### config.mk
export PLATFORM = sky130hd
export DESIGN_NAME = tag_ram_assoc
export DESIGN_NICKNAME = d
export VERILOG_FILES = /design/src/rtl/tag_ram_pkg.sv /design/src/rtl/tag_way_bank.sv /design/src/rtl/tag_ram_assoc.sv
export SDC_FILE = /design/constraint.sdc
export NUM_CORES = 1
export LEC_CHECK = 0
export BUFFER_PORTS_ARGS = -buffer_cell sky130_fd_sc_hd__buf_2
export CAP_MARGIN = 10
export CORE_MARGIN = 10
export CORE_UTILIZATION = 30
export DETAILED_ROUTE_END_ITERATION = 6
export GPL_ROUTABILITY_DRIVEN = 0
export GPL_TIMING_DRIVEN = 0
export HOLD_SLACK_MARGIN = 0.12
export PLACE_DENSITY = 0.46
export SLEW_MARGIN = 0
export SYNTH_ARGS = -nofsm -noshare
export SYNTH_HDL_FRONTEND = slang
export SYNTH_SLANG_ARGS = --single-unit
### constraint.sdc
create_clock -name clock -period 2.6 [get_ports clock]
set_input_delay 0.52 -clock clock [delete_from_list [all_inputs] [get_ports clock]]
set_output_delay 0.52 -clock clock [all_outputs]
set_load 0.005 [all_outputs]
### src/rtl/tag_ram_pkg.sv
// Shared types and helpers for the set-associative tag store.
package tag_ram_pkg;

  typedef enum logic [0:0] {
    FLUSH = 1'b0,
    READY = 1'b1
  } state_e;

  // Way-index width. A single way still gets one bit so that ports never collapse to zero width.
  function automatic int way_width(input int ways);
    if (ways <= 2) begin
      return 1;
    end else begin
      return $clog2(ways);
    end
  endfunction

endpackage

### src/rtl/tag_way_bank.sv
// One way of the tag store: a tag array, a per-set valid vector, and a registered compare
// whose result is held until the next lookup or response clear.
module tag_way_bank #(
  parameter int IDX_W = 3,
  parameter int TAG_W = 7
) (
  input  logic             clock,
  input  logic             reset,
  input  logic             wr_en,
  input  logic [IDX_W-1:0] wr_index,
  input  logic [TAG_W-1:0] wr_tag,
  input  logic             clr_en,
  input  logic [IDX_W-1:0] clr_index,
  input  logic             rd_en,
  input  logic             rd_clr,
  input  logic [IDX_W-1:0] rd_index,
  input  logic [TAG_W-1:0] rd_tag,
  output logic             match_q,
  output logic             valid_q
);

  localparam int DEPTH = 1 << IDX_W;

  logic [TAG_W-1:0] tag_mem_q [DEPTH];
  logic [DEPTH-1:0] valid_vec_q;
  logic [DEPTH-1:0] valid_vec_d;
  logic             match_d;
  logic             valid_d;

  // Valid-bit update: flush clears take priority (fills never happen while flushing).
  always_comb begin
    valid_vec_d = valid_vec_q;
    if (clr_en) begin
      valid_vec_d[clr_index] = 1'b0;
    end else if (wr_en) begin
      valid_vec_d[wr_index] = 1'b1;
    end else begin
      valid_vec_d = valid_vec_q;
    end
  end

  // The compare reads the pre-write contents, which makes a same-cycle fill read-first.
  always_comb begin
    match_d = match_q;
    valid_d = valid_q;
    if (rd_en) begin
      valid_d = valid_vec_q[rd_index];
      match_d = valid_vec_q[rd_index] & (tag_mem_q[rd_index] == rd_tag);
    end else if (rd_clr) begin
      valid_d = 1'b0;
      match_d = 1'b0;
    end else begin
      valid_d = valid_q;
      match_d = match_q;
    end
  end

  // Tag contents are intentionally left unreset.
  always_ff @(posedge clock) begin
    if (wr_en) begin
      tag_mem_q[wr_index] <= wr_tag;
    end
  end

  // Valid vector and compare result registers.
  always_ff @(posedge clock) begin
    if (reset) begin
      valid_vec_q <= {DEPTH{1'b0}};
      match_q     <= 1'b0;
      valid_q     <= 1'b0;
    end else begin
      valid_vec_q <= valid_vec_d;
      match_q     <= match_d;
      valid_q     <= valid_d;
    end
  end

endmodule

### src/rtl/tag_ram_assoc.sv
// N-way set-associative tag store with hit/way reporting, victim suggestion
// (first invalid way, else per-set round-robin) and a self-timed flush.
module tag_ram_assoc
  import tag_ram_pkg::*;
#(
  parameter  int IDX_W = 3,
  parameter  int TAG_W = 7,
  parameter  int WAYS  = 2,
  localparam int WAY_W = way_width(WAYS)
) (
  input  logic             clock,
  input  logic             reset,
  input  logic             lookup_valid,
  output logic             lookup_ready,
  input  logic [IDX_W-1:0] lookup_index,
  input  logic [TAG_W-1:0] lookup_tag,
  output logic             rsp_valid,
  output logic             rsp_hit,
  output logic [WAY_W-1:0] rsp_way,
  input  logic             fill_valid,
  input  logic [IDX_W-1:0] fill_index,
  input  logic [WAY_W-1:0] fill_way,
  input  logic [TAG_W-1:0] fill_tag,
  input  logic             flush_req,
  output logic             flush_busy
);

  localparam int               DEPTH  = 1 << IDX_W;
  localparam logic [WAY_W:0]   WAYS_L = (WAY_W+1)'(WAYS);

  state_e           state_q, state_d;
  logic [IDX_W-1:0] flush_cnt_q, flush_cnt_d;
  logic             ready_q, ready_d;
  logic             rsp_valid_q, rsp_valid_d;
  logic [WAY_W-1:0] rsp_ptr_q, rsp_ptr_d;
  logic [WAY_W-1:0] rr_ptr_q [DEPTH];
  logic [WAY_W-1:0] rr_ptr_d [DEPTH];

  logic             lookup_fire;
  logic             fill_fire;
  logic             rsp_clr;
  logic [WAY_W:0]   way_inc;
  logic [WAY_W-1:0] next_ptr;
  logic [WAYS-1:0]  match_vec;
  logic [WAYS-1:0]  valid_vec;
  logic [WAY_W-1:0] hit_way;
  logic [WAY_W-1:0] inv_way;
  logic             inv_found;
  logic             any_hit;

  assign lookup_fire = lookup_valid & ready_q;
  assign fill_fire   = fill_valid & ready_q & ({1'b0, fill_way} < WAYS_L);

  // Flush sequencer: one set per cycle, then back to READY.
  always_comb begin
    state_d     = state_q;
    flush_cnt_d = flush_cnt_q;
    case (state_q)
      FLUSH: begin
        if (flush_cnt_q == IDX_W'(DEPTH - 1)) begin
          state_d     = READY;
          flush_cnt_d = {IDX_W{1'b0}};
        end else begin
          flush_cnt_d = flush_cnt_q + {{(IDX_W-1){1'b0}}, 1'b1};
        end
      end
      READY: begin
        if (flush_req) begin
          state_d     = FLUSH;
          flush_cnt_d = {IDX_W{1'b0}};
        end else begin
          state_d     = READY;
        end
      end
      default: begin
        state_d     = FLUSH;
        flush_cnt_d = {IDX_W{1'b0}};
      end
    endcase
  end

  // A response accepted on the flush-request edge still goes out; otherwise entering or
  // staying in FLUSH zeroes the response fields.
  assign rsp_clr = (state_d == FLUSH);

  // Round-robin pointer advance: (fill_way + 1) mod WAYS.
  always_comb begin
    way_inc = {1'b0, fill_way} + {{WAY_W{1'b0}}, 1'b1};
    if (way_inc == WAYS_L) begin
      next_ptr = {WAY_W{1'b0}};
    end else begin
      next_ptr = way_inc[WAY_W-1:0];
    end
  end

  // Response bookkeeping and pointer table updates.
  always_comb begin
    ready_d     = (state_d == READY);
    rsp_valid_d = lookup_fire;
    rsp_ptr_d   = rsp_ptr_q;
    rr_ptr_d    = rr_ptr_q;
    if (lookup_fire) begin
      rsp_ptr_d = rr_ptr_q[lookup_index];
    end else if (rsp_clr) begin
      rsp_ptr_d = {WAY_W{1'b0}};
    end else begin
      rsp_ptr_d = rsp_ptr_q;
    end
    if (state_q == FLUSH) begin
      rr_ptr_d[flush_cnt_q] = {WAY_W{1'b0}};
    end else if (fill_fire) begin
      rr_ptr_d[fill_index] = next_ptr;
    end else begin
      rr_ptr_d = rr_ptr_q;
    end
  end

  // Control and pointer registers.
  always_ff @(posedge clock) begin
    if (reset) begin
      state_q     <= FLUSH;
      flush_cnt_q <= {IDX_W{1'b0}};
      ready_q     <= 1'b0;
      rsp_valid_q <= 1'b0;
      rsp_ptr_q   <= {WAY_W{1'b0}};
      for (int s = 0; s < DEPTH; s++) begin
        rr_ptr_q[s] <= {WAY_W{1'b0}};
      end
    end else begin
      state_q     <= state_d;
      flush_cnt_q <= flush_cnt_d;
      ready_q     <= ready_d;
      rsp_valid_q <= rsp_valid_d;
      rsp_ptr_q   <= rsp_ptr_d;
      rr_ptr_q    <= rr_ptr_d;
    end
  end

  for (genvar w = 0; w < WAYS; w++) begin : g_way
    tag_way_bank #(
      .IDX_W(IDX_W),
      .TAG_W(TAG_W)
    ) u_bank (
      .clock    (clock),
      .reset    (reset),
      .wr_en    (fill_fire & (fill_way == WAY_W'(w))),
      .wr_index (fill_index),
      .wr_tag   (fill_tag),
      .clr_en   (state_q == FLUSH),
      .clr_index(flush_cnt_q),
      .rd_en    (lookup_fire),
      .rd_clr   (rsp_clr),
      .rd_index (lookup_index),
      .rd_tag   (lookup_tag),
      .match_q  (match_vec[w]),
      .valid_q  (valid_vec[w])
    );
  end

  // Lowest matching way, lowest invalid way, then the pointer captured at lookup time.
  always_comb begin
    hit_way   = {WAY_W{1'b0}};
    inv_way   = {WAY_W{1'b0}};
    inv_found = 1'b0;
    any_hit   = |match_vec;
    for (int w = WAYS - 1; w >= 0; w--) begin
      if (match_vec[w]) begin
        hit_way = WAY_W'(w);
      end else begin
        hit_way = hit_way;
      end
      if (!valid_vec[w]) begin
        inv_way   = WAY_W'(w);
        inv_found = 1'b1;
      end else begin
        inv_way   = inv_way;
      end
    end
    if (any_hit) begin
      rsp_way = hit_way;
    end else if (inv_found) begin
      rsp_way = inv_way;
    end else begin
      rsp_way = rsp_ptr_q;
    end
  end

  assign rsp_hit      = any_hit;
  assign rsp_valid    = rsp_valid_q;
  assign lookup_ready = ready_q;
  assign flush_busy   = ~ready_q;

endmodule

# Yosys cells after proc, flatten, opt, wreduce, memory -nomap -nowiden
# Memory sizes are Yosys's and may differ from the RTL's.
# Index checks and enable logic that the tools add are counted.
[totals] reg_bits=34 mem_bits_rw=112 input_bits=26 out_inout_bits=5 word_cells=110 mem_count=2
[memory_table] name="g_way[0].u_bank.tag_mem_q" words=8 width=7 rd=1 rd_clocked_by_memory_dff=0 write_ports=1 line_no="tag_way_bank.sv:24" rtl="logic [TAG_W-1:0] tag_mem_q [DEPTH];"
[memory_table] name="g_way[1].u_bank.tag_mem_q" words=8 width=7 rd=1 rd_clocked_by_memory_dff=0 write_ports=1 line_no="tag_way_bank.sv:24"
[classes] n_addsub=2 n_lt_le_gt_ge=10 n_eq_ne=9 mux=46 n_bitwise=18 n_reduce_logical=5
[op_table] cell="8-bit two-way mux" n=6
[op_table] cell="1-bit two-way mux" n=28
[op_table] cell="8-bit AND" n=3
[op_table] cell="8-bit NOT" n=2
[op_table] cell="8-bit bitwise OR" n=2
[op_table] cell="7-bit == test" n=2
[op_table] cell="1-bit demux with 3-bit select" n=4
[op_table] cell="4-bit >= comparator, second input constant" n=3
[op_table] cell="3-bit by 4-bit < comparator with 1-bit output, second input constant" n=3
[op_table] cell="3-bit NOT with 4-bit output" n=3
[op_table] cell="1-bit binary-select mux with 3-bit select" n=3
[op_table] cell="8-bit bitwise mux" n=1
[op_table] cell="4-bit by 1-bit < comparator with 1-bit output, second input constant" n=2
[op_table] cell="2-bit by 1-bit inequality test with 1-bit output, second input constant" n=4
[op_table] cell="1-bit AND" n=6
[op_table] cell="3-bit by 1-bit >= comparator with 1-bit output, second input constant" n=2
[op_table] cell="3-bit two-way mux" n=2
[op_table] cell="3-bit one-hot mux with 2 select lines" n=1
[op_table] cell="1-bit logical AND" n=4
[op_table] cell="3-bit by 1-bit adder with 3-bit output, second input constant" n=1
[op_table] cell="3-bit == test, second input constant" n=1
[op_table] cell="1-bit by 1-bit adder with 2-bit output, second input constant" n=1
[op_table] cell="2-bit == test, second input constant" n=1
[op_table] cell="2-bit inequality test, second input constant" n=1
[op_table] cell="3 further kinds" n=4

# Logic depth before layout (Yosys ltp)
# Gate-level depths: netlist of the first run.
[depth] depth_word=8 depth_mapped=9 mapped_depth_nobuf=6

# Cells and area by module
# From an unflattened synthesis of the first run, not the netlist that was laid out.
[hier_totals] cells_unflattened=442 hier_area_um2=6391.1
[by_module_without_submodules] module="tag_way_bank at g_way[1].u_bank" instances=1 cells_per_inst=172 area_each_um2=2765.2 seq_area_each_um2=1881.8
[by_module_without_submodules] module="tag_way_bank at g_way[0].u_bank" instances=1 cells_per_inst=169 area_each_um2=2750.1 seq_area_each_um2=1881.8
[by_module_without_submodules] module="tag_ram_assoc" instances=1 cells_per_inst=101 area_each_um2=875.8 seq_area_each_um2=280.3

# Least setup slack after synthesis of the first run
# Ideal clock, no wire load.
[synth_timing] path_kind="in2reg" startpoint="input lookup_index[0]" endpoint="register g_way[0].u_bank.match_q" setup_ns=0.058 t_arrival_ns=2.267 t_required_ns=2.542 setup_slack_ns=0.275 path_stages=7 path_buffers=1 path_cell_list="buf_6 mux4_2 and2_1 or3_1 a2111o_1 nor4_1 o21ba_1"
[synth_via] elab_chain_len=4 word_cells_on_any_way=6 cone_classes="1 x eq/ne; 3 x mux; 1 x bitwise; 1 x memory"
[synth_rtl] item="start, declared" line_no="tag_ram_assoc.sv:15" rtl="input logic [IDX_W-1:0] lookup_index,"
[synth_rtl] item="memory 8 x 7 bit or 1-bit binary-select mux with 3-bit select (tied branches)"
[synth_rtl] item="7-bit == test or 1-bit two-way mux (tied branches)" line_no="tag_way_bank.sv:48" rtl="match_d = valid_vec_q[rd_index] & (tag_mem_q[rd_index] == rd_tag);"
[synth_rtl] item="1-bit AND *" line_no="tag_way_bank.sv:48"
[synth_rtl] item="1-bit two-way mux *" line_no="tag_way_bank.sv:46" rtl="if (rd_en) begin"
[synth_rtl] item="end signal, assigned" line_no="tag_way_bank.sv:73" rtl="match_q <= match_d;"
[synth_rtl] item="end, declared" line_no="tag_way_bank.sv:18" rtl="output logic match_q,"
# Every way passes the cells marked *; elsewhere a longest branch is shown, timed or not. The select of a mux whose other input is x is not followed.
# A chain may end at the register's enable or synchronous reset.

# Worst setup path in the final report of the first run
[layout_timing] startpoint="input lookup_index[0]" endpoint="register g_way[1].u_bank.match_q"
[layout_via] elab_chain_len=4 word_cells_on_any_way=6 cone_classes="1 x eq/ne; 3 x mux; 1 x bitwise; 1 x memory"
[layout_rtl] item="memory 8 x 7 bit or 1-bit binary-select mux with 3-bit select (tied branches)"
[layout_rtl] item="7-bit == test or 1-bit two-way mux (tied branches)" line_no="tag_way_bank.sv:48"
[layout_rtl] item="1-bit AND *" line_no="tag_way_bank.sv:48"
[layout_rtl] item="1-bit two-way mux *" line_no="tag_way_bank.sv:46"
[layout_rtl] item="end signal, assigned" line_no="tag_way_bank.sv:73"
[layout_rtl] item="end, declared" line_no="tag_way_bank.sv:18"
# Marks and branches as above.

==> metrics.md, run 1 <==
| Metric | Value |
|---|---|
| Synthesized instance count | `411` |
| I/O Pins | `31` |
| Remaining DRCs | `0` |
| Wirelength per Cell | `20.83 um` |
| Hold Path Class | `input port to flip-flop` |
| Synthesis-to-layout area growth | `19.52%` |
| Worst setup SP type | `input port` |
| Antenna fix cells | `0` |
| Initial antenna violation count | `0` |
| Fillcell total | `1898` |
| Worst-Margin Slew | `964.8 ps` |
| Peak Freq | `407.7 MHz` |
| Vias in the first global route | `3721` |
| Synth warn | `0` |
| Worst stage delay on the critical path | `450 ps` |
| Root Driver | `clkbuf_16` |
| Vias per inst | `4.818` |
| I/O Buffers | `29` |
| Fin Setup TNS | `0 ps` |
| Area of the die | `26050 sq um` |
| CP max FO | `10` |
| Worst VDD drop | `0.3546 mV` |
| Syn_nets | `439` |
| Layout Skew | `6.533 ps` |
| Sequential fraction of the synthesis area | `0.6740` |
| Die Y | `161.4 um` |
| Num CTS Buffers | `17` |
| Resized Gates After CTS | `4` |
| Worst Path Required | `2960 ps` |
| Total chip power | `5.100 mW` |
| Largest net degree at the start of global routing | `17` |
| Antenna Nets Post-Route | `0` |
| Critical path, cell by cell | `buf_2, buf_6, buf_4, and2_1, buf_1, a22oi_1, nand3_2, a2111o_1, nor4_2, o21ba_1` |
| CTS tree | `built` |
| Cell Area, Synth | `6000 sq um` |
| Slowest CP cell | `a2111o_1` |
| Most common cell after layout, fill and taps aside | `edfxtp_1` |
| Number of core rows | `51` |
| Status | `finished, final reports clean` |
| Nets@finish | `493` |
| Worst Path Buf+Inv | `4` |
| Library cells used by synthesis | `38` |
| Ys flop type | `edfxtp_1` |
| Global-route usage over all layers | `0.1217` |
| Clk slew on worst S/H paths | `60 ps` |
| Seq cells post-synth | `146` |
| LEAKAGE | `2.489 nW` |
| First-pass GRT wire length | `23220 um` |
| Total Routed Length | `15450 um` |
| Initial drt markers | `288` |
| Max Cap Violations | `0` |
| Core Area | `19590 sq um` |
| RSZ-0062 raised after global routing | `no` |
| Fin crit share | `0.9435` |
| Syn avg cell area | `14.60 sq um` |
| Clk buf depth | `2` |
| Most frequent cells in the layout | `112 x edfxtp_1, 40 x nor2_1, 34 x buf_2, 34 x mux2i_1, 34 x dfxtp_1` |
| Starting Density | `0.3063` |
| Crit path kind | `input port to flip-flop` |
| Die X-Extent | `161.4 um` |
| TritonRoute pass-1 iters | `5` |
| Clock Latency Late Sink | `420 ps` |
| Overflow after GRT | `0` |
| Post-CTS Setup Repair Bufs | `0` |
| Relative slew slack | `0.3533` |
| CTS H-tree lvls | `4` |
| Layout cell share with drive strength beyond 1 | `0.2055` |
| P per Cell Area | `711.2 nW/um^2` |
| HPWL after DPL | `10770 um` |
| Util after Layout | `0.3660` |
| WP data arrival | `2820 ps` |
| Final count of hold timing violations | `0` |
| Crit. End Element | `flip-flop` |
| Min Tclk post-route | `2453 ps` |
| Asr flop ratio synth | `0` |
| # hold bufs at CTS | `0` |
| Final setup fails | `0` |
| Max Slew Vio Count | `0` |
| CTS sink count | `146` |
| Critical path's top delay family | `compound AO/OA/AOI/OAI gates` |
| Via count | `3575` |
| Post-synth EDFFs | `112` |
-- metrics by stage --
step | area [sq um] | hold slack, ps | std cells | worst slack [ps]
after floorplan | 6000 | 436.7 | 411 | 274.5
after global placement | 6476 | 448.3 | 705 | -714.6
after detailed placement | 6579 | 457.1 | 711 | -754.1
after CTS | 7153 | 425.0 | 742 | 6.489
after global routing | 7171 | 464.1 | 742 | 18.15
final | 7171 | 432.0 | 742 | 147.0
-- per-layer routing --
metal  wire length, um  GRT usage  vias up  part of all wire
li1                  -          -     1675                 -
met1              7299     0.1609     1803              0.47
met2              7354     0.1876       83              0.48
met3               560    0.03127       14             0.036
met4               240    0.04591        0             0.016
met5                 0          0        -                 0
-- sequential cells by signal, summed over array words and instances (netlist names) --
register / cells
g_way.u_bank.valid_vec_q: 16
g_way.u_bank.valid_q: 2
rsp_ptr_q: 1
rsp_valid: 1
lookup_ready: 1
g_way.u_bank.tag_mem_q: 112
flush_cnt_q: 3
g_way.u_bank.match_q: 2
rr_ptr_q: 8
-- kinds of logic (layout without fill, tap and decap cells) --
kind of cell	after synthesis	count (layout)	synth area share
and+or+nand+nor	117	117	0.09364
AOI/OAI and AO/OA	54	54	0.05631
adders and majority gates	2	2	0.004170
DFF	146	146	0.6740
xor gates and xnor gates	10	10	0.01460
muxes	56	56	0.1374
buffers and inverters	26	92	0.01981
-- layout make-up --
cell class	instances	area (sq um)	area share
Sequential cell	146	4044	0.5640
Buffer	17	85.08	0.01187
Timing Repair Buffer	35	205.2	0.02862
Clock inverter	12	117.6	0.01640
Clock buffer	19	432.9	0.06037
Inverter	9	33.78	0.004711
Multi-Input combinational cell	239	1921	0.2678
Tap cell	265	331.6	0.04624
-- worst min-delay path, cell delays in order --
cell and delay [ps]:
buf_2 80, nand2_1 110, nor2_1 100
-- worst paths after layout --
check                                from                              end  slack (ps)  depth (start not counted)
setup / recovery          lookup_index[0]          g_way[1].u_bank.match_q         150                         10
hold / removal               lookup_valid                        rsp_valid         430                          3
setup reg to reg             lookup_ready  g_way[0].u_bank.tag_mem_q[3][3]         240                          3
hold reg to reg   g_way[0].u_bank.valid_q          g_way[0].u_bank.valid_q         460                          2
-- cells in the mapped netlist, types with 5 or more instances --
library cell / number / share of area
a21oi_1: 21 / 0.018
a22oi_1: 6 / 0.0075
and2_1: 12 / 0.013
buf_2: 5 / 0.0042
clkbuf_1: 8 / 0.0050
dfxtp_1: 34 / 0.11
edfxtp_1: 112 / 0.56
inv_1: 8 / 0.0050
mux2i_1: 34 / 0.057
mux4_1: 9 / 0.039
mux4_2: 9 / 0.034
nand2_1: 16 / 0.010
nand2b_1: 8 / 0.0083
nand3_1: 5 / 0.0042
nor2_1: 40 / 0.025
nor3_1: 20 / 0.017
nor4_1: 8 / 0.0083
o21ai_0: 12 / 0.010
xor2_1: 6 / 0.0088
-- power breakdown --
| group | internal (mW) | switching, mW |
|---|---|---|
| Combinational | 0.101 | 0.178 |
| Sequential | 2.51 | 0.00391 |
| Clock | 1.39 | 0.916 |
Note: power is estimated with default switching activity, not from simulation.
==> run 2: changes to the inputs <==
Settings changed: CAP_MARGIN 10 to 20, SYNTH_HIERARCHICAL from default to 1.
==> run 2 against run 1 <==
Net effect: clock skew increased by 3.9 ps; sequential cell count stayed put; cell area grew 4.4%; sequential share of layout area fell by 2.4 points; critical path depth decreased by 5; total power up 0.98%; largest power group unchanged.
==> metrics.md, run 2 <==
| Metric | Value |
|---|---|
| Fillcell total | `1996 (was 1898)` |
| Total Routed Length | `15140 um (was 15450 um)` |
| Critical path's top delay family | `simple AND/OR/NAND/NOR gates (was compound AO/OA/AOI/OAI gates)` |
| Yosys top cell area share | `0.5262 (was 0.5606)` |
| Library cells used by synthesis | `61 (was 38)` |
| Max reg flops | `112 (unchanged)` |
| HPWL after DPL | `10280 um (was 10770 um)` |
| Peak Freq | `416.5 MHz (was 407.7 MHz)` |
| Min Tclk post-route | `2401 ps (was 2453 ps)` |
| Synth warn | `6 (was 0)` |
| Clock Latency Late Sink | `430 ps (was 420 ps)` |
| Hold Path Class | `input port to flip-flop (unchanged)` |
| Layout cell share with drive strength beyond 1 | `0.2242 (was 0.2055)` |
| Worst-Margin Slew | `915.0 ps (was 964.8 ps)` |
| Most common cell after layout, fill and taps aside | `edfxtp_1 (unchanged)` |
| Worst hold path startpoint | `lookup_valid (unchanged)` |
| Asr flop ratio synth | `0 (unchanged)` |
| Post-synth EDFFs | `112 (unchanged)` |
| R2r setup slk | `200 ps (was 240 ps)` |
| Max Cap Violations | `0 (unchanged)` |
| Synth top cells by count | `112 x edfxtp_1, 38 x nor2_1, 34 x dfxtp_1 (was 112 x edfxtp_1, 40 x nor2_1, 34 x dfxtp_1, 34 x mux2i_1, 21 x a21oi_1)` |
| Seq cells post-synth | `146 (unchanged)` |
| Syn_nets | `471 (was 439)` |
| Top flop regs | `g_way.u_bank/tag_mem_q: 112 flops, g_way.u_bank/valid_vec_q: 16 flops, rr_ptr_q: 8 flops (was g_way.u_bank.tag_mem_q: 112 flops, g_way.u_bank.valid_vec_q: 16 flops, rr_ptr_q: 8 flops)` |
| Crit. End Element | `flip-flop (unchanged)` |
| Status | `finished, final reports clean (unchanged)` |
| Area of the die | `27540 sq um (was 26050 sq um)` |
| Clk slew on worst S/H paths | `60 ps (about the same)` |
| Layout Skew | `10.48 ps (was 6.533 ps)` |
| Die Y | `166.0 um (was 161.4 um)` |
| CTS sink count | `146 (unchanged)` |
| Worst VDD drop | `0.3184 mV (was 0.3546 mV)` |
| First-pass GRT wire length | `23560 um (was 23220 um)` |
| Ys flop type | `edfxtp_1 (unchanged)` |
| RSZ-0062 raised after global routing | `no (unchanged)` |
| Synthesized instance count | `442 (was 411)` |
| CTS tree | `built (unchanged)` |
| Max Slew Vio Count | `0 (unchanged)` |
| Relative slew slack | `0.3878 (was 0.3533)` |
| Largest family of logic cells by synthesized area | `multiplexers (unchanged)` |
| Worst r2r src | `lookup_ready (unchanged)` |
| Biggest register | `g_way.u_bank/tag_mem_q (was g_way.u_bank.tag_mem_q)` |
| I/O Buffers | `30 (was 29)` |
| Syn avg cell area | `14.46 sq um (was 14.60 sq um)` |
| CP max FO | `10 (unchanged)` |
| Hold depth | `3 (unchanged)` |
| Register Area | `4044 sq um (unchanged)` |
| Crit path kind | `flip-flop to flip-flop (was input port to flip-flop)` |
| Pre-CTS setup slack | `-409.0 ps (was -754.1 ps)` |
| Most frequent cells in the layout | `112 x edfxtp_1, 38 x nor2_1, 35 x buf_2 (was 112 x edfxtp_1, 40 x nor2_1, 34 x buf_2, 34 x mux2i_1, 34 x dfxtp_1)` |
| Post-Synth Simple-Gate Area | `0.1161 (was 0.09364)` |
| Clk buf depth | `2 (unchanged)` |
| Nets@finish | `520 (was 493)` |
| Critical path, cell by cell | `buf_2, buf_4, and3_1, nand2_1, nor2_1 (was buf_2, buf_6, buf_4, and2_1, buf_1, a22oi_1, nand3_2, a2111o_1, nor4_2, o21ba_1)` |
| Area taken by multi-input logic gates | `2247 sq um (was 1921 sq um)` |
| XOR/XNOR share of the synthesized area | `0.01782 (was 0.01460)` |
| Adder-cell share of the synthesized area | `0.005873 (was 0.004171)` |
| Area contributors post-synth | `edfxtp_1 53%, dfxtp_1 11%, mux4_2 6.0% (was edfxtp_1 56%, dfxtp_1 11%, mux2i_1 5.7%)` |
| Worst Setup Slack, final | `199.1 ps (was 147.0 ps)` |
| Vias per inst | `4.937 (was 4.818)` |
| RR Endpoint | `g_way[1].u_bank/tag_mem_q[5][1] (was g_way[0].u_bank.tag_mem_q[3][3])` |
| Wirelength per Cell | `19.43 um (was 20.83 um)` |
| Final setup fails | `0 (unchanged)` |
| WP data arrival | `2440 ps (was 2820 ps)` |
| Worst setup SP type | `flip-flop (was input port)` |
| Worst Hold Path EP | `rsp_valid (unchanged)` |
| Initial drt markers | `247 (was 288)` |
| Via count | `3846 (was 3575)` |
| Initial antenna violation count | `0 (unchanged)` |
| Most common cell in the netlist | `edfxtp_1 (unchanged)` |
| Antenna fix cells | `0 (unchanged)` |
| Antenna Nets Post-Route | `0 (unchanged)` |
| Hold_ws | `379.6 ps (was 432.0 ps)` |
| Root Driver | `clkbuf_16 (unchanged)` |
| Core Area | `21020 sq um (was 19590 sq um)` |
| Vias in the first global route | `3940 (was 3721)` |
| Largest net degree at the start of global routing | `22 (was 17)` |
| # hold bufs at CTS | `0 (unchanged)` |
| Mux share of post-synthesis cell area | `0.1402 (was 0.1374)` |
| Num CTS Buffers | `17 (unchanged)` |
| Leading area contributor after synthesis | `edfxtp_1 (unchanged)` |
| Final count of hold timing violations | `0 (unchanged)` |
| CTS H-tree lvls | `4 (unchanged)` |
| Register-to-Register Path Depth | `5 (was 3)` |
| Complex-gate fraction of the synthesized area | `0.06558 (was 0.05631)` |
| Worst stage delay on the critical path | `760 ps (was 450 ps)` |
| Overflow after GRT | `0 (unchanged)` |
| Slowest CP cell | `nor2_1 (was a2111o_1)` |
| LEAKAGE | `2.522 nW (was 2.489 nW)` |
| Worst Path Required | `2640 ps (was 2960 ps)` |
| Critical path origin | `lookup_ready (was lookup_index[0])` |
| P per Cell Area | `687.8 nW/um^2 (was 711.2 nW/um^2)` |
| Synthesis-to-layout area growth | `17.15% (was 19.52%)` |
| Starting Density | `0.3040 (was 0.3063)` |
| Remaining DRCs | `0 (unchanged)` |
| Cell Area, Synth | `6391 sq um (was 6000 sq um)` |
| Worst Path Buf+Inv | `2 (was 4)` |
| Fin crit share | `0.9234 (was 0.9435)` |
| Sequential fraction of the synthesis area | `0.6327 (was 0.6740)` |
| Number of core rows | `53 (was 51)` |
| Global-route usage over all layers | `0.1110 (was 0.1217)` |
| TritonRoute pass-1 iters | `4 (was 5)` |
| Die X-Extent | `166.0 um (was 161.4 um)` |
| I/O Pins | `31 (unchanged)` |
==> run 2: changes by cell type in the layout (fill, tap and decap cells not counted), sizes merged, moves of 5 or more <==
cell | previous run | this run
mux2i | 34 | 28
nor2b | 2 | 15
xnor2 | 4 | 11
and2 | 12 | 5
mux2 | 4 | 9
nor3 | 20 | 5
nor4 | 8 | 2
nand2 | 16 | 29
o21ai | 12 | 3
==> run 2: timing repair <==
| action | CTS | global route |
|---|---|---|
| setup endpoints to repair | 14 | 22 |
| buffers inserted | 0 | 0 |
| pin swaps | 0 | 0 |
| gates resized for setup | 2 | 6 |
==> run 2: how the worst max path moves through the flow <==
stage	to	depth (start not counted)
detailed placement	g_way[1].u_bank/match_q	8
finish	g_way[1].u_bank/tag_mem_q[5][1]	5
CTS	g_way[1].u_bank/match_q	8
global placement	g_way[1].u_bank/match_q	8
floorplan	g_way[0].u_bank/tag_mem_q[0][0]	6
global route	g_way[1].u_bank/tag_mem_q[5][1]	5
==> run 2: where the power goes <==
group / switching, mW / total [mW] / internal, mW
Clock: 0.996 / 2.32 / 1.33
Sequential: 0.0234 / 2.53 / 2.51
Combinational: 0.172 / 0.294 / 0.122
Total: 1.19 / 5.15 / 3.96
==> run 2: kinds of logic (layout without fill, tap and decap cells) <==
group,after synthesis,count (layout)
flip-flops,146,146
AND/OR/NAND/NOR,139,139
AO/OA/AOI/OAI,59,59
multiplexers,59,59
buffers and inverters,23,85
XOR/XNOR,13,13
adder cells (fa/ha/maj),3,3
==> run 2: routing by layer <==
layer / global-route usage / up-vias / wire [um]
met5: 0 / - / 0
met4: 0.04276 / 0 / 214
met3: 0.02390 / 16 / 322
met2: 0.1804 / 44 / 7496
met1: 0.1413 / 1968 / 7101
li1: - / 1818 / -
==> run 2: layout make-up <==
class                           count  share of cell area
Tap cell                          275             0.04596
Inverter                            5            0.002507
Sequential cell                   146              0.5401
Multi-Input combinational cell    273              0.3001
Buffer                             18             0.01621
Timing Repair Buffer               30             0.02005
Clock buffer                       18             0.05732
Clock inverter                     14             0.01771
==> run 2: through the flow <==
step	utilization	setup TNS (ps)	instance area, sq um	total power [mW]	std cells
final	0.3562	0	7487	5.150	779
after global routing	0.3562	0	7487	5.320	779
after CTS	0.3552	0	7467	5.201	779
after detailed placement	0.3283	-853.5	6900	2.878	747
after global placement	0.3275	-5085	6885	2.873	747
after floorplan	-	0	6391	2.754	442
==> run 2: worst register-to-register path, delay by kind of cell, from the launching register on <==
| kind | cells | cell delay, ps |
|---|---|---|
| buf+inv | 2 | 450 |
| flops | 1 | 430 |
| simple gates | 3 | 1140 |
==> run 3: changes to the inputs <==
Settings changed: CTS_CLUSTER_SIZE from default to 10.
Clock period 2.6 ns to 2.4 ns, I/O delays scaled along.
==> run 3 against run 2 <==
Net effect: sequential power up 8.3%; sequential share of layout area down 0.28 points; combinational power up 9.5%; global-route usage about the same; largest cell class unchanged; die area unchanged; sequential cell count unchanged; fmax up 3.0%; total power up 8.4%; setup slack worse by 130 ps; clock power up 8.6%; critical endpoint is now g_way[1].u_bank/tag_mem_q[1][1]; highest routed layer unchanged.
==> metrics.md, run 3 (same netlist as run 2, synthesis figures left out) <==
| Metric | Value |
|---|---|
| CP max FO | `10 (unchanged)` |
| Hold depth | `3 (unchanged)` |
| Antenna Nets Post-Route | `0 (unchanged)` |
| Worst-Margin Slew | `821.3 ps (was 915.0 ps)` |
| Overflow after GRT | `0 (unchanged)` |
| Remaining DRCs | `0 (unchanged)` |
| Relative slew slack | `0.4495 (was 0.3878)` |
| Num CTS Buffers | `17 (unchanged)` |
| # hold bufs at CTS | `0 (unchanged)` |
| I/O Pins | `31 (unchanged)` |
| Hold Path Class | `input port to flip-flop (unchanged)` |
| Biggest register | `g_way.u_bank/tag_mem_q (unchanged)` |
| Worst setup SP type | `flip-flop (unchanged)` |
| Peak Freq | `429.2 MHz (was 416.5 MHz)` |
| Cell area after layout | `7526 sq um (was 7487 sq um)` |
| Worst Path Buf+Inv | `2 (unchanged)` |
| R2r setup slk | `70 ps (was 200 ps)` |
| Most common cell after layout, fill and taps aside | `edfxtp_1 (unchanged)` |
| Max reg flops | `112 (unchanged)` |
| Logic gate share of total power | `0.058 (was 0.057)` |
| Total Routed Length | `15140 um (about the same)` |
| Vias per inst | `4.927 (was 4.937)` |
| Switch Pwr | `1.295 mW (was 1.192 mW)` |
| Synthesis-to-layout area growth | `17.76% (was 17.15%)` |
| WP data arrival | `2380 ps (was 2440 ps)` |
| Sequential share of power | `0.492 (about the same)` |
| Root Driver | `clkbuf_16 (unchanged)` |
| CTS tree | `built (unchanged)` |
| Max Cap Violations | `0 (unchanged)` |
| TritonRoute pass-1 iters | `4 (unchanged)` |
| Worst hold path startpoint | `lookup_valid (unchanged)` |
| Total chip power | `5.584 mW (was 5.150 mW)` |
| Wirelength per Cell | `19.43 um (about the same)` |
| Die Y | `166.0 um (unchanged)` |
| Area of the die | `27540 sq um (unchanged)` |
| Crit path kind | `flip-flop to flip-flop (unchanged)` |
| HPWL after DPL | `10280 um (unchanged)` |
| P per Cell Area | `741.9 nW/um^2 (was 687.8 nW/um^2)` |
| Status | `finished, final reports clean (unchanged)` |
| Dpl cell area | `6900 sq um (unchanged)` |
| Antenna fix cells | `0 (unchanged)` |
| Switch share | `0.2319 (was 0.2315)` |
| Worst Setup Slack, final | `69.85 ps (was 199.1 ps)` |
| Worst Path Required | `2450 ps (was 2640 ps)` |
| Register-to-Register Path Depth | `5 (unchanged)` |
| Clk slew on worst S/H paths | `60 ps (about the same)` |
| Pre-CTS setup slack | `-569.0 ps (was -409.0 ps)` |
| Via count | `3838 (was 3846)` |
| Dpl cells | `747 (unchanged)` |
| Largest net degree at the start of global routing | `22 (unchanged)` |
| I/O Buffers | `30 (unchanged)` |
| Clk buf depth | `2 (unchanged)` |
| Critical path's top delay family | `simple AND/OR/NAND/NOR gates (unchanged)` |
| Layout cell share with drive strength beyond 1 | `0.2401 (was 0.2242)` |
| Min Tclk post-route | `2330 ps (was 2401 ps)` |
| Most frequent cells in the layout | `112 x edfxtp_1, 34 x nor2_1, 34 x dfxtp_1 (was 112 x edfxtp_1, 38 x nor2_1, 35 x buf_2)` |
| Worst r2r src | `lookup_ready (unchanged)` |
| Worst VDD drop | `0.3467 mV (was 0.3184 mV)` |
| Worst Hold Path EP | `rsp_valid (unchanged)` |
| Worst stage delay on the critical path | `680 ps (was 760 ps)` |
| Crit. End Element | `flip-flop (unchanged)` |
| LEAKAGE | `2.530 nW (was 2.522 nW)` |
| Initial drt markers | `241 (was 247)` |
| RSZ-0062 raised after global routing | `yes (was no)` |
| First-pass GRT wire length | `23650 um (was 23560 um)` |
| Die X-Extent | `166.0 um (unchanged)` |
| CTS sink count | `146 (unchanged)` |
| Number of core rows | `53 (unchanged)` |
| Core Area | `21020 sq um (unchanged)` |
| Top flop regs | `g_way.u_bank/tag_mem_q: 112 flops, g_way.u_bank/valid_vec_q: 16 flops, rr_ptr_q: 8 flops (unchanged)` |
| RR Endpoint | `g_way[1].u_bank/tag_mem_q[1][1] (was g_way[1].u_bank/tag_mem_q[5][1])` |
| Nets@finish | `520 (unchanged)` |
| Clock share of power | `0.451 (about the same)` |
| Clock Latency Late Sink | `430 ps (about the same)` |
| Final non-filler cell total | `779 (unchanged)` |
| Critical path, cell by cell | `buf_2, buf_4, and3_1, nand2_1, nor3_2 (was buf_2, buf_4, and3_1, nand2_1, nor2_1)` |
| Global-route usage over all layers | `0.1114 (was 0.1110)` |
| Int Power | `4.289 mW (was 3.958 mW)` |
| Fin crit share | `0.9709 (was 0.9234)` |
| Max Slew Vio Count | `0 (unchanged)` |
| Initial antenna violation count | `0 (unchanged)` |
| CTS H-tree lvls | `4 (unchanged)` |
| Vias in the first global route | `3965 (was 3940)` |
| Starting Density | `0.3040 (unchanged)` |
| Layout Skew | `11.03 ps (was 10.48 ps)` |
| Post-CTS Setup Repair Bufs | `0 (unchanged)` |
| Final count of hold timing violations | `0 (unchanged)` |
| Slowest CP cell | `nor3_2 (was nor2_1)` |
| Final setup fails | `0 (unchanged)` |
run 3: changes by cell type in the layout (fill, tap and decap cells not counted), sizes merged:
cell / delta
buf: -3
clkbuf: +3
run 3: power groups by stage:
stage,clock (mW),sequential (mW),combinational [mW]
5_1_grt,2.66,2.75,0.356
6_report,2.52,2.74,0.322
3_3_place_gp,0,2.80,0.313
3_5_place_dp,0,2.80,0.318
2_1_floorplan,0,2.79,0.195
4_1_cts,2.57,2.75,0.322
run 3: area by class of cell:
cell class / instances / area, sq um
plain buffers: 18 / 126.4
clock buffers: 18 / 429.2
clock inverters: 14 / 132.6
fillers: 1998 / 13500
inverters: 5 / 18.77
multi-input cells: 273 / 2278
flip-flops and latches: 146 / 4044
well taps: 275 / 344.1
repair buffers: 30 / 152.6
run 3: worst max path at each step:
stage	start	end	slack, ps	cells after the start
floorplan	lookup_ready	g_way[0].u_bank/tag_mem_q[0][0]	430	6
finish	lookup_ready	g_way[1].u_bank/tag_mem_q[1][1]	70	5
CTS	lookup_ready	g_way[1].u_bank/tag_mem_q[4][1]	4	5
global route	lookup_ready	g_way[1].u_bank/tag_mem_q[7][1]	-90	5
detailed placement	lookup_index[1]	g_way[1].u_bank/match_q	-570	8
global placement	lookup_index[1]	g_way[1].u_bank/match_q	-570	8
run 3: per-layer routing:
| layer | track usage | up-vias | wire, um |
|---|---|---|---|
| met5 | 0 | - | 0 |
| met4 | 0.04276 | 0 | 228 |
| met3 | 0.02390 | 19 | 463 |
| met2 | 0.1816 | 58 | 7446 |
| met1 | 0.1414 | 1937 | 6998 |
| li1 | - | 1824 | - |
run 3: repair_timing:
item,CTS,global route
setup endpoints to repair,32,101
endpoints found under the hold margin,0,0
resized for setup,8,13
run 3: stage by stage:
step / hold slack, ps / TNS (ps) / utilization
6_report: 336.3 / 0 / 0.3580
5_1_grt: 356.1 / -1633 / 0.3580
4_1_cts: 332.2 / 0 / 0.3561
3_5_place_dp: 453.4 / -4278 / 0.3283
3_3_place_gp: 454.5 / -12500 / 0.3275
2_1_floorplan: 436.7 / 0 / -
run 3: worst min-delay path, stage by stage:
cell and delay [ps]:
buf_2 110, nand2_2 90, nor2_1 40
